**config.mk**
```make
export PLATFORM = sky130hd
export DESIGN_NAME = uart_tx_port
export DESIGN_NICKNAME = d
export VERILOG_FILES = /design/src/rtl/uart_tx_port.sv
export SDC_FILE = /design/constraint.sdc
export NUM_CORES = 1
export LEC_CHECK = 0
export ABC_CLOCK_PERIOD_IN_PS = 10600
export CORE_UTILIZATION = 25
export CTS_BUF_LIST = sky130_fd_sc_hd__clkbuf_4
export CTS_CLUSTER_SIZE = 20
export DETAILED_ROUTE_END_ITERATION = 8
export GPL_TIMING_DRIVEN = 0
export PLACE_DENSITY = 0.39
export SYNTH_ARGS = -nofsm -noshare
export SYNTH_HDL_FRONTEND = slang
export SYNTH_SLANG_ARGS = --single-unit
```
**constraint.sdc**
```tcl
create_clock -name clk -period 10.6 [get_ports clk]
set_clock_uncertainty 0.1 [all_clocks]
set_input_delay 3.18 -clock clk [delete_from_list [all_inputs] [get_ports clk]]
set_output_delay 3.18 -clock clk [all_outputs]
set_load 0.02 [all_outputs]
```
**src/rtl/uart_tx_port.sv**
```systemverilog
// uart_tx_port: bus-mapped 8N1 serial transmitter with a small TX FIFO.
// Four-byte window: DATA (push), STATUS, DIV_L, DIV_H; reads are combinational.
module uart_tx_port #(
  parameter logic [15:0] BASE      = 16'hFF00,
  parameter int          DEPTH     = 4,
  parameter logic [15:0] DIV_RESET = 16'd434
) (
  input  logic        clk,
  input  logic        rst,
  input  logic        write,
  input  logic        read,
  input  logic [15:0] address,
  input  logic [7:0]  wdata,
  output logic [7:0]  rdata,
  output logic        hit,
  output logic        txd
);
  localparam int AW = $clog2(DEPTH);
  localparam int CW = AW + 1;
  localparam logic [CW-1:0] FULL_CNT = CW'(DEPTH);

  typedef enum logic [1:0] {IDLE, START, DATA, STOP} state_t;

  state_t        state_q;
  logic [7:0]    mem_q [DEPTH];
  logic [AW-1:0] wr_ptr_q, rd_ptr_q;
  logic [CW-1:0] count_q, count_d;
  logic          ovr_q;
  logic [15:0]   div_q, bit_cnt_q, reload;
  logic [7:0]    shift_q;
  logic [2:0]    bit_idx_q;
  logic          txd_q;
  logic          empty, full, busy, pop, push_req, push_ok;
  logic          wr_status, wr_div_l, wr_div_h;
  logic          unused_read;

  assign unused_read = read;
  assign hit       = (address[15:2] == BASE[15:2]);
  assign empty     = (count_q == '0);
  assign full      = (count_q == FULL_CNT);
  assign busy      = (state_q != IDLE);
  assign pop       = (state_q == IDLE) && !empty;
  assign push_req  = write && hit && (address[1:0] == 2'd0);
  assign wr_status = write && hit && (address[1:0] == 2'd1);
  assign wr_div_l  = write && hit && (address[1:0] == 2'd2);
  assign wr_div_h  = write && hit && (address[1:0] == 2'd3);
  // A push into a full FIFO still lands if the head leaves on the same edge.
  assign push_ok   = push_req && (!full || pop);
  assign reload    = (div_q == 16'd0) ? 16'd0 : div_q - 16'd1;
  assign txd       = txd_q;

  always_comb begin
    rdata = 8'h00;
    if (hit) begin
      case (address[1:0])
        2'd1:    rdata = {4'b0000, ovr_q, busy, full, empty};
        2'd2:    rdata = div_q[7:0];
        2'd3:    rdata = div_q[15:8];
        default: rdata = 8'h00;
      endcase
    end
  end

  always_comb begin
    count_d = count_q;
    if (push_ok && !pop) begin
      count_d = count_q + CW'(1);
    end else if (pop && !push_ok) begin
      count_d = count_q - CW'(1);
    end
  end

  always_ff @(posedge clk) begin
    if (push_ok) begin
      mem_q[wr_ptr_q] <= wdata;
    end
  end

  always_ff @(posedge clk or negedge rst) begin
    if (!rst) begin
      wr_ptr_q <= '0;
      rd_ptr_q <= '0;
      count_q  <= '0;
      ovr_q    <= 1'b0;
      div_q    <= DIV_RESET;
    end else begin
      count_q <= count_d;
      if (push_ok) wr_ptr_q <= wr_ptr_q + AW'(1);
      if (pop)     rd_ptr_q <= rd_ptr_q + AW'(1);
      if (push_req && full && !pop) begin
        ovr_q <= 1'b1;
      end else if (wr_status && wdata[3]) begin
        ovr_q <= 1'b0;
      end
      if (wr_div_l) div_q[7:0]  <= wdata;
      if (wr_div_h) div_q[15:8] <= wdata;
    end
  end

  // Each bit period reloads from the live divisor, so a divisor write
  // takes effect at the next bit boundary.
  always_ff @(posedge clk or negedge rst) begin
    if (!rst) begin
      state_q   <= IDLE;
      txd_q     <= 1'b1;
      shift_q   <= '0;
      bit_cnt_q <= '0;
      bit_idx_q <= '0;
    end else begin
      case (state_q)
        IDLE: begin
          txd_q <= 1'b1;
          if (pop) begin
            shift_q   <= mem_q[rd_ptr_q];
            bit_cnt_q <= reload;
            txd_q     <= 1'b0;
            state_q   <= START;
          end
        end
        START: begin
          if (bit_cnt_q != 16'd0) begin
            bit_cnt_q <= bit_cnt_q - 16'd1;
          end else begin
            bit_cnt_q <= reload;
            bit_idx_q <= 3'd0;
            txd_q     <= shift_q[0];
            state_q   <= DATA;
          end
        end
        DATA: begin
          if (bit_cnt_q != 16'd0) begin
            bit_cnt_q <= bit_cnt_q - 16'd1;
          end else begin
            bit_cnt_q <= reload;
            if (bit_idx_q == 3'd7) begin
              txd_q   <= 1'b1;
              state_q <= STOP;
            end else begin
              bit_idx_q <= bit_idx_q + 3'd1;
              shift_q   <= {1'b0, shift_q[7:1]};
              txd_q     <= shift_q[1];
            end
          end
        end
        STOP: begin
          if (bit_cnt_q != 16'd0) begin
            bit_cnt_q <= bit_cnt_q - 16'd1;
          end else begin
            state_q <= IDLE;
          end
        end
        default: state_q <= IDLE;
      endcase
    end
  end
endmodule
```
## Word-level counts from Yosys, hierarchy flattened

Memories as Yosys holds them, arrays and structs flattened.
Index checks and enable logic that the tools add are counted.

- Equality and inequality tests: 16
- Mux-type cells: 32
- Reduce and logical (&&, ||, !) cells: 34
- $add $sub $neg: 7

Operator list:

| kind | count |
|---|---|
| 2-to-1 mux 16 bit | 4 |
| case mux 16 bit (3 select lines) | 1 |
| 2-to-1 mux 8 bit | 4 |
| subtractor 16 x 1 -> 16 bit (second input constant) | 2 |
| case mux 8 bit (3 select lines) | 1 |
| logical NOT 16 bit | 1 |
| case mux 8 bit (2 select lines) | 1 |
| nonzero test 16 bit | 1 |
| 2-to-1 mux 3 bit | 5 |
| == test 14 bit (second input constant) | 1 |
| != test 2 bit (second input constant) | 7 |
| logical AND 1 bit | 12 |
| 2-to-1 mux 2 bit | 5 |
| nonzero test 2 bit | 5 |
| == test 2 bit (second input constant) | 4 |
| 2-to-1 mux 1 bit | 8 |
| case mux 2 bit (4 select lines) | 1 |
| AND reduction 4 bit | 2 |
| adder 3 x 1 -> 3 bit (second input constant) | 2 |
| == test 3 bit (second input constant) | 2 |
| case mux 3 bit (2 select lines) | 1 |
| AND reduction 5 bit | 1 |
| adder 2 x 1 -> 2 bit (second input constant) | 2 |
| == test 2 x 1 -> 1 bit (second input constant) | 2 |
| 10 further kinds | 14 |

- RAM bits: 32
- Memories: 1
- Register bits: 54
- Word-level logic and storage cells: 101
- Bits of input ports: 28
- Output and inout port bits: 10

Memory list:

| memory | depth | width | read ports | clocked after Yosys merged registers in | wr ports | line | text |
|---|---|---|---|---|---|---|---|
| mem_q | 4 | 8 | 1 | 0 | 1 | 25 | `logic [7:0] mem_q [DEPTH];` |

## Longest topological paths before layout

Gate-level depths: netlist of the first run.

- Depth after elaboration: 9
- Gate-level depth with buffers: 11
- Depth with buffers taken out: 11

## Worst setup path after synthesis of the first run

Ideal clock, no wire load.

- Path kind: in2out
- Start: in address[3]
- End: out rdata[4]
- Buffers on the path: 0
- Stages on the path: 5
- Required time: 7.320 ns
- Data arrival time: 4.791 ns
- Path slack: 2.529 ns
- Path through: or4_1 -> or4_4 -> inv_6 -> nand2_1 -> nor2_1

- Longest elaborated chain between the ends: 2

Ends and longest elaborated chain:

| what | line | text |
|---|---|---|
| start, declared | 12 | `input logic [15:0] address,` |
| == test 14 bit | 38 | `assign hit = (address[15:2] == BASE[15:2]);` |
| net hit | 15 | `output logic hit,` |
| 2-to-1 mux 8 bit | 54 | `if (hit) begin` |
| end, declared | 14 | `output logic [7:0] rdata,` |

The timed path passes the listed nets, and every way through them passes these cells.

## Final worst setup path of the first run

- Start: in address[3]
- End: out rdata[4]

- Longest elaborated chain between the ends: 2

Ends and longest elaborated chain:

| what | line |
|---|---|
| == test 14 bit | 38 |
| 2-to-1 mux 8 bit | 54 |

Every way passes these cells.

==> qor.yml, run 1 <==
synth-simple-area-share_pct: 15.4
synth_cell_types: 54
grt_antenna_before_repair: 1
hold_class: "reg -> reg"
vias: 3195
hpwlAfterDp_mm: 8.24
muxShareOfSynthArea_pct: 11.6
clock_latency_ps: 480
slew_headroom_pct: 42.4
track_usage_pct: 13.3
synth_area_leaders: "dfrtp_1 27%, edfxtp_1 22%, mux2_2 5.0%"
fin_crit_sh_pct: 85.0
root_buffer: "clkbuf_4"
cts.sinks: 86
busiest_layer: "met2"
seq_area_frac_synth_pct: 52.0
syn_to_final_growth_pct: 17.2
fin_nets: 486
synthFlopType: "dfrtp_1"
leakage_uw: 0.00207
worst-endpoint-arrival_ps: 5730
wl_per_cell_um: 16.4
finalSetupViolCount: 0
route.final.wire_length_mm: 11.1
met1_usage_pct: 18.4
final_area_sq_um: 5230
async_reset_ff_share_pct: 62.8
worstPathRequired_ps: 7320
gr-total-overflow: 0
post_cts_buffers: 0
whs_ps: 407
h-tree-depth: 3
gp_congestion: 0.819
yosysWarnings: 0
synth_edf_count: 32
ir_drop_uv: 55.4
clk_pin_slew_ps: 140
tns_ps: 0
die_w_um: 136
grt_pass1_vias: 3204
firstDrtPassIters: 5
finalMaxSlewViolations: 0
portBuffers: 34
netlist_instances: 398
syn-cell-area_sq_um: 4460
synth-compound-area-share_pct: 10.9
met2_usage_pct: 19.8
die_h_um: 136
layout_common_cells: "48 x dfrtp_1, 37 x nand2_1, 36 x o21ai_0, 35 x nor2_1, 33 x clkdlybuf4s50_1"
clock_path_buffers: 2
maxCapViolCount: 0
synth_top_family_by_area: "simple AND/OR/NAND/NOR gates"
cts_tree: "yes"
cts_resized: 0
path_class: "in -> out"
holdBufCountCts: 0
cts_inserted_buffers: 9
placed_area_sq_um: 5100
drtIter0Drc: 158
power_density_nw_per_um2: 216
core_sq_um: 17400
endpoint_kind: "output pin"
fin_crit_ps: 9010
initial_utilization_pct: 25.7
mostFrequentLayoutCell: "dfrtp_1"
outcome: "completed"
syn_nets: 440
ys_seq_elements: 86
layout-drive-gt1-share_pct: 14.3
route.detailed.drc: 0
die_area_sq_um: 18400
worstMarginPinSlew_ps: 864
vias_per_cell: 4.73
synthAdderAreaFrac_pct: 4.09
fmax_ghz: 0.111
cp_max_fo: 5
synth.top_cell.area_share_pct: 26.9
std_cell_rows: 48
syn_avg_cell_area_sq_um: 11.2
startpoint_type: "primary input"
synthXorXnorAreaFrac_pct: 3.34
antenna_left: 0
grt_pass1_wl_mm: 18.0
grt_max_degree: 31
finalHoldViolCount: 0
utilization_pct: 30.1
top_level_ports: 38
rsz0062_at_grt: "no"
grt_util_met3_pct: 2.73
synth_top_area_cell: "dfrtp_1"
==> through the flow <==
stage | setup slack [ps] | total power (uW) | cells
after floorplan | 2530 | 811 | 398
after global placement | 1610 | 951 | 657
after detailed placement | 1600 | 956 | 658
after CTS | 1600 | 1150 | 674
after global routing | 1450 | 1230 | 675
final | 1590 | 1130 | 675
==> worst max-delay path, cell delays in order <==
cell	delay, ps
clkdlybuf4s50_1	390
or4_1	510
or4_4	590
inv_6	110
nand2_1	120
nor2_1	190
clkdlybuf4s50_1	640
==> path summary, 6_finish.rpt <==
kind / from / end / slack (ps) / cells after the start
min: shift_q[3]$_DFFE_PN0P_ / shift_q[3]$_DFFE_PN0P_ / 410 / 2
min reg2reg: shift_q[3]$_DFFE_PN0P_ / shift_q[3]$_DFFE_PN0P_ / 410 / 2
max reg2reg: bit_cnt_q[6]$_DFFE_PN0P_ / bit_cnt_q[12]$_DFFE_PN0P_ / 7670 / 7
max: address[3] / rdata[4] / 1590 / 7
min in group asynchronous: rst / bit_cnt_q[0]$_DFFE_PN0P_ / 2600 / 1
max in group asynchronous: rst / div_q[7]$_DFFE_PN1P_ / 7120 / 2
==> per-layer routing <==
layer	wire length, um	up-vias
met1	5470	1572
met3	353	16
met5	0	-
met4	222	0
li1	-	1551
met2	5030	56
==> sequential cells by signal (all words and copies together), names as in the netlist, 3 cells and up <==
register	cells
shift_q	8
count_q	3
bit_idx_q	3
div_q	16
bit_cnt_q	16
mem_q	32
==> cell type report <==
type,instances,area [sq um]
clock buffer,9,67.6
clock inverter,7,62.6
inverter,13,53.8
antenna,1,2.50
timing repair buffer,35,355
buffer,16,68.8
tap,225,282
sequential,86,2320
fill,1775,12100
multi-input combinational,283,2020
==> cell families after synthesis <==
group / count (synthesis)
AND/OR/NAND/NOR: 133
flip-flops: 86
AO/OA/AOI/OAI: 80
multiplexers: 39
buffers and inverters: 29
XOR/XNOR: 17
adder cells (fa/ha/maj): 14
==> cells in the mapped netlist, types with 2 or more instances <==
master / instances
buf_2: 4
and2_1: 6
nor2b_1: 2
nor4_1: 9
nor3b_1: 2
xnor2_1: 12
or4_1: 4
nand2_1: 37
nand4_1: 2
inv_1: 12
o21ai_0: 36
and3_1: 2
clkbuf_1: 10
a22o_1: 3
a22oi_1: 5
nor2_1: 35
edfxtp_1: 32
nor3_1: 9
a21o_1: 2
dfstp_2: 6
dfrtp_1: 48
a21oi_1: 15
o211ai_1: 6
nand3_1: 9
mux2i_1: 11
nand4b_1: 2
mux2_2: 20
mux4_2: 8
o221ai_1: 4
nand2b_1: 5
ha_1: 13
xor2_1: 5
==> power by group <==
| part | switching, uW | total, uW | internal, uW |
|---|---|---|---|
| logic | 294 | 494 | 200 |
| clock network | 135 | 189 | 54.5 |
| registers | 44.4 | 448 | 404 |
Power figures use the tool's default switching activity.
==> run 2: changes to the inputs <==
--- a/config.mk
+++ b/config.mk
@@ -5,13 +5,13 @@
 export SDC_FILE = /design/constraint.sdc
 export NUM_CORES = 1
 export LEC_CHECK = 0
-export ABC_CLOCK_PERIOD_IN_PS = 10600
+export ABC_CLOCK_PERIOD_IN_PS = 7320
 export CORE_UTILIZATION = 25
 export CTS_BUF_LIST = sky130_fd_sc_hd__clkbuf_4
 export CTS_CLUSTER_SIZE = 20
 export DETAILED_ROUTE_END_ITERATION = 8
 export GPL_TIMING_DRIVEN = 0
-export PLACE_DENSITY = 0.39
+export PLACE_DENSITY = 0.4
 export SYNTH_ARGS = -nofsm -noshare
 export SYNTH_HDL_FRONTEND = slang
 export SYNTH_SLANG_ARGS = --single-unit
==> constraint.sdc (replaced) <==
create_clock -name clk -period 7.32 [get_ports clk]
set_clock_uncertainty 0.1 [all_clocks]
set_input_delay 2.196 -clock clk [delete_from_list [all_inputs] [get_ports clk]]
set_output_delay 2.196 -clock clk [all_outputs]
set_load 0.02 [all_outputs]
==> qor.yml, run 2 (synthesis results as in run 1) <==
tns_ps: 0
cts_resized: 0
route.detailed.drc: 0
firstDrtPassIters: 5
track_usage_pct: 12.7
layout_common_cells: "48 x dfrtp_1, 37 x nand2_1, 36 x o21ai_0, 35 x nor2_1, 33 x clkdlybuf4s50_1"
clock_path_buffers: 2
grt_max_degree: 32
gr-total-overflow: 0
largest-register: "mem_q"
vias: 3175
power.switching_uw: 681
combPwrFrac_pct: 43.1
fin_crit_sh_pct: 95.5
gp_congestion: 0.795
holdBufCountCts: 0
cts.sinks: 86
portBuffers: 34
worst-endpoint-arrival_ps: 4690
crit_path_frequent_cell: "clkdlybuf4s50_1"
fmax_ghz: 0.143
finalHoldViolCount: 0
slew_headroom_pct: 46.0
grt_pass1_vias: 3115
root_buffer: "clkbuf_4"
slowest_delay_ps: 610
top_level_ports: 38
die_area_sq_um: 18400
cp_top_family: "simple AND/OR/NAND/NOR gates"
grt_pass1_wl_mm: 17.2
worstMarginPinSlew_ps: 810
clock_latency_ps: 480
initial_utilization_pct: 25.7
grt_antenna_before_repair: 1
vias_per_cell: 4.70
final_cells: 675
drtIter0Drc: 120
outcome: "completed"
ir_drop_uv: 82.1
syn_to_final_growth_pct: 17.4
power_uw: 1640
die_h_um: 136
rsz0062_at_grt: "no"
core_sq_um: 17400
crit_buf_inv: 3
pwr-share-seq_pct: 39.7
die_w_um: 136
startpoint_type: "primary input"
std_cell_rows: 48
path_class: "in -> out"
route.final.wire_length_mm: 11.0
cts_tree: "yes"
p_int_uw: 955
fin_crit_ps: 6990
largest_reg_flops: 32
hold_class: "reg -> reg"
cts_inserted_buffers: 9
finalSetupViolCount: 0
p_sw_share_pct: 41.6
dpl.cell_count: 658
mostFrequentLayoutCell: "dfrtp_1"
clkPwrFrac_pct: 17.2
post_cts_buffers: 0
cp_max_fo: 5
fin_nets: 486
wl_per_cell_um: 16.3
maxCapViolCount: 0
antenna_left: 0
clk_pin_slew_ps: 150
power_density_nw_per_um2: 312
path_cells: "clkdlybuf4s50_1 > or4_1 > or4_4 > inv_6 > nand2_1 > nor2_1 > clkdlybuf4s50_1"
top_regs: "mem_q (32), bit_cnt_q (16), div_q (16)"
layout-drive-gt1-share_pct: 14.3
endpoint_kind: "output pin"
slowest_stage: "clkdlybuf4s50_1"
leakage_uw: 0.00207
worstPathRequired_ps: 5020
h-tree-depth: 3
fillers: 1763
whs_ps: 398
hpwlAfterDp_mm: 8.02
finalMaxSlewViolations: 0
-- run 2: cell types whose count changed in the layout (fill, tap and decap cells not counted), sizes merged --
cell,delta
clkinv,-1
clkinvlp,+1
-- run 2: worst register-to-register path: cells and delay by family, from the launching register on --
family / cells / cell delay [ps]
compound gates: 4 / 960
buf+inv: 1 / 360
flops: 1 / 460
simple gates: 2 / 910
-- run 2: cell type report --
| cell class | count | area (sq um) | area share, % |
|---|---|---|---|
| flip-flops and latches | 86 | 2320 | 44.3 |
| multi-input cells | 283 | 2020 | 38.6 |
| repair buffers | 35 | 355 | 6.78 |
| well taps | 225 | 282 | 5.38 |
| plain buffers | 16 | 68.8 | 1.31 |
| clock buffers | 9 | 67.6 | 1.29 |
| clock inverters | 7 | 67.6 | 1.29 |
| inverters | 13 | 53.8 | 1.03 |
| diodes | 1 | 2.50 | 0.0478 |
-- run 2: layer usage --
layer  track usage (%)  vias up  share of wire [%]
met5                 0        -                  0
met4              5.06        0                1.6
met3              2.58       16                3.4
met2              20.4       70                 47
met1              16.7     1538                 48
li1                  -     1551                  -
-- run 2: worst paths after layout --
| path | from | endpoint | slack [ps] | cells after the start |
|---|---|---|---|---|
| setup reg to reg | bit_cnt_q[10]$_DFFE_PN0P_ | bit_cnt_q[12]$_DFFE_PN0P_ | 4420 | 7 |
| hold / removal | shift_q[4]$_DFFE_PN0P_ | shift_q[4]$_DFFE_PN0P_ | 400 | 2 |
| max in group asynchronous | rst | txd$_DFFE_PN1P_ | 4870 | 2 |
| min in group asynchronous | rst | rd_ptr_q[0]$_DFFE_PN0N_ | 1590 | 1 |
| setup / recovery | address[3] | rdata[6] | 330 | 7 |
| hold reg to reg | shift_q[4]$_DFFE_PN0P_ | shift_q[4]$_DFFE_PN0P_ | 400 | 2 |
-- run 2: through the flow --
step / util, % / area, sq um / worst slack, ps
after floorplan: - / 4460 / 1220
after global placement: 29.3 / 5080 / 313
after detailed placement: 29.4 / 5100 / 297
after CTS: 30.2 / 5240 / 296
after global routing: 30.2 / 5240 / 259
final: 30.2 / 5240 / 330
-- run 2: power by group through the flow --
stage / Sequential [uW] / Combinational [uW] / Clock [uW]
floorplan: 647 / 527 / 0
global placement: 659 / 706 / 0
detailed placement: 660 / 713 / 0
CTS: 650 / 712 / 297
global route: 661 / 795 / 312
finish: 649 / 705 / 281
==> run 3: changes to the inputs <==
--- a/config.mk
+++ b/config.mk
@@ -8,10 +8,10 @@
 export ABC_CLOCK_PERIOD_IN_PS = 7320
 export CORE_UTILIZATION = 25
 export CTS_BUF_LIST = sky130_fd_sc_hd__clkbuf_4
-export CTS_CLUSTER_SIZE = 20
+export CTS_CLUSTER_SIZE = 40
 export DETAILED_ROUTE_END_ITERATION = 8
 export GPL_TIMING_DRIVEN = 0
-export PLACE_DENSITY = 0.4
+export PLACE_DENSITY = 0.53
 export SYNTH_ARGS = -nofsm -noshare
 export SYNTH_HDL_FRONTEND = slang
 export SYNTH_SLANG_ARGS = --single-unit
==> qor.yml, run 3 (synthesis results as in run 1) <==
clkPwrFrac_pct: 18.9
hold_class: "reg -> reg"
combPwrFrac_pct: 41.8
crit_path_frequent_cell: "clkdlybuf4s50_1"
fin_crit_sh_pct: 95.5
fillers: 1728
finalMaxSlewViolations: 0
syn_to_final_growth_pct: 18.0
route.final.wire_length_mm: 10.1
pwr-share-seq_pct: 39.3
grt_pass1_vias: 3304
mostFrequentLayoutCell: "dfrtp_1"
root_buffer: "clkbuf_4"
worst-endpoint-arrival_ps: 4690
die_h_um: 136
leakage_uw: 0.00208
p_sw_share_pct: 38.8
ff2ff_path_depth: 11
path_class: "in -> out"
maxCapViolCount: 0
rr_endpoint: "count_q[2]$_DFFE_PN0P_"
cp.depth: 7
fin_crit_ps: 6990
core_sq_um: 17400
p_int_uw: 1010
layout-drive-gt1-share_pct: 14.0
final_cells: 675
die_area_sq_um: 18400
route.detailed.drc: 0
endpoint_kind: "output pin"
grt_max_degree: 34
worstPathRequired_ps: 5020
portBuffers: 34
power_density_nw_per_um2: 315
antenna_left: 0
top_regs: "mem_q (32), bit_cnt_q (16), div_q (16)"
largest_reg_flops: 32
drtIter0Drc: 142
holdBufCountCts: 0
worstMarginPinSlew_ps: 810
std_cell_rows: 48
slowest_stage: "clkdlybuf4s50_1"
placed_area_sq_um: 5100
fin_nets: 486
wl_per_cell_um: 14.9
finalHoldViolCount: 0
path_cells: "clkdlybuf4s50_1 > or4_1 > or4_4 > inv_6 > nand2_1 > nor2_1 > clkdlybuf4s50_1"
ir_drop_uv: 105
rsz0062_at_grt: "no"
fmax_ghz: 0.143
cp_top_family: "simple AND/OR/NAND/NOR gates"
post_cts_buffers: 0
clk_pin_slew_ps: 150
slowest_delay_ps: 610
finalSetupViolCount: 0
cts_tree: "yes"
firstDrtPassIters: 4
largest-register: "mem_q"
seq_area_sq_um: 2320
grt_antenna_before_repair: 1
startpoint_type: "primary input"
multi_input_area_sq_um: 2020
r2r-start: "state_q[0]$_DFFE_PN0P_"
gp_congestion: 0.844
cts_inserted_buffers: 9
hpwlAfterDp_mm: 7.54
vias: 3224
initial_utilization_pct: 25.7
slew_headroom_pct: 46.0
crit_buf_inv: 3
vias_per_cell: 4.78
endpoint: "rdata[4]"
top_level_ports: 38
min_path_cells: 2
outcome: "completed"
cts.sinks: 86
h-tree-depth: 3
dpl.cell_count: 658
cts_resized: 0
cp_max_fo: 5
ff2ff_setup_slack_ps: 4360
clock_latency_ps: 440
tns_ps: 0
die_w_um: 136
layout_common_cells: "48 x dfrtp_1, 37 x nand2_1, 36 x o21ai_0, 35 x nor2_1, 33 x clkdlybuf4s50_1"
grt_pass1_wl_mm: 16.9
gr-total-overflow: 0
clock_path_buffers: 2
power.switching_uw: 643
cp-startpoint: "address[3]"
track_usage_pct: 12.1
final_area_sq_um: 5270
-- run 3: worst min-delay path by stage --
| stage | from | to |
|---|---|---|
| floorplan | shift_q[2]$_DFFE_PN0P_ | shift_q[2]$_DFFE_PN0P_ |
| global placement | shift_q[4]$_DFFE_PN0P_ | shift_q[4]$_DFFE_PN0P_ |
| detailed placement | shift_q[7]$_DFFE_PN0P_ | shift_q[7]$_DFFE_PN0P_ |
| CTS | shift_q[7]$_DFFE_PN0P_ | shift_q[7]$_DFFE_PN0P_ |
| global route | shift_q[6]$_DFFE_PN0P_ | shift_q[6]$_DFFE_PN0P_ |
| finish | shift_q[7]$_DFFE_PN0P_ | shift_q[7]$_DFFE_PN0P_ |
-- run 3: cell type report --
| class | count | area share, % |
|---|---|---|
| plain buffers | 16 | 1.31 |
| inverters | 13 | 1.02 |
| repair buffers | 35 | 6.75 |
| flip-flops and latches | 86 | 44.0 |
| clock inverters | 7 | 1.83 |
| diodes | 1 | 0.0475 |
| clock buffers | 9 | 1.28 |
| well taps | 225 | 5.35 |
| multi-input cells | 283 | 38.4 |
-- run 3: power by group through the flow --
stage	Clock (uW)	Combinational [uW]	Sequential, uW
finish	312	693	651
global route	342	789	666
CTS	325	701	651
detailed placement	0	701	661
global placement	0	682	657
floorplan	0	527	647
-- run 3: worst reg2reg max path: cells and delay by family, from the launching register on --
kind,cells,cell delay (ps)
buffers and inverters,3,330
adders and majority gates,3,970
and+or+nand+nor,3,710
DFF,1,450
xor gates and xnor gates,2,330
-- run 3: metal layers --
metal / GRT usage, % / vias to the layer above / share of wire, %
li1: - / 1550 / -
met3: 1.46 / 17 / 2.3
met1: 15.2 / 1593 / 46
met2: 19.4 / 64 / 48
met4: 8.11 / 0 / 3.6
met5: 0 / - / 0
-- run 3: metrics by stage --
step	util, %	hold slack [ps]	power [uW]	setup WS (ps)
final	30.3	402	1660	330
after global routing	30.3	432	1800	193
after CTS	30.3	410	1680	296
after detailed placement	29.4	377	1360	297
after global placement	29.3	370	1340	328
after floorplan	-	350	1170	1220
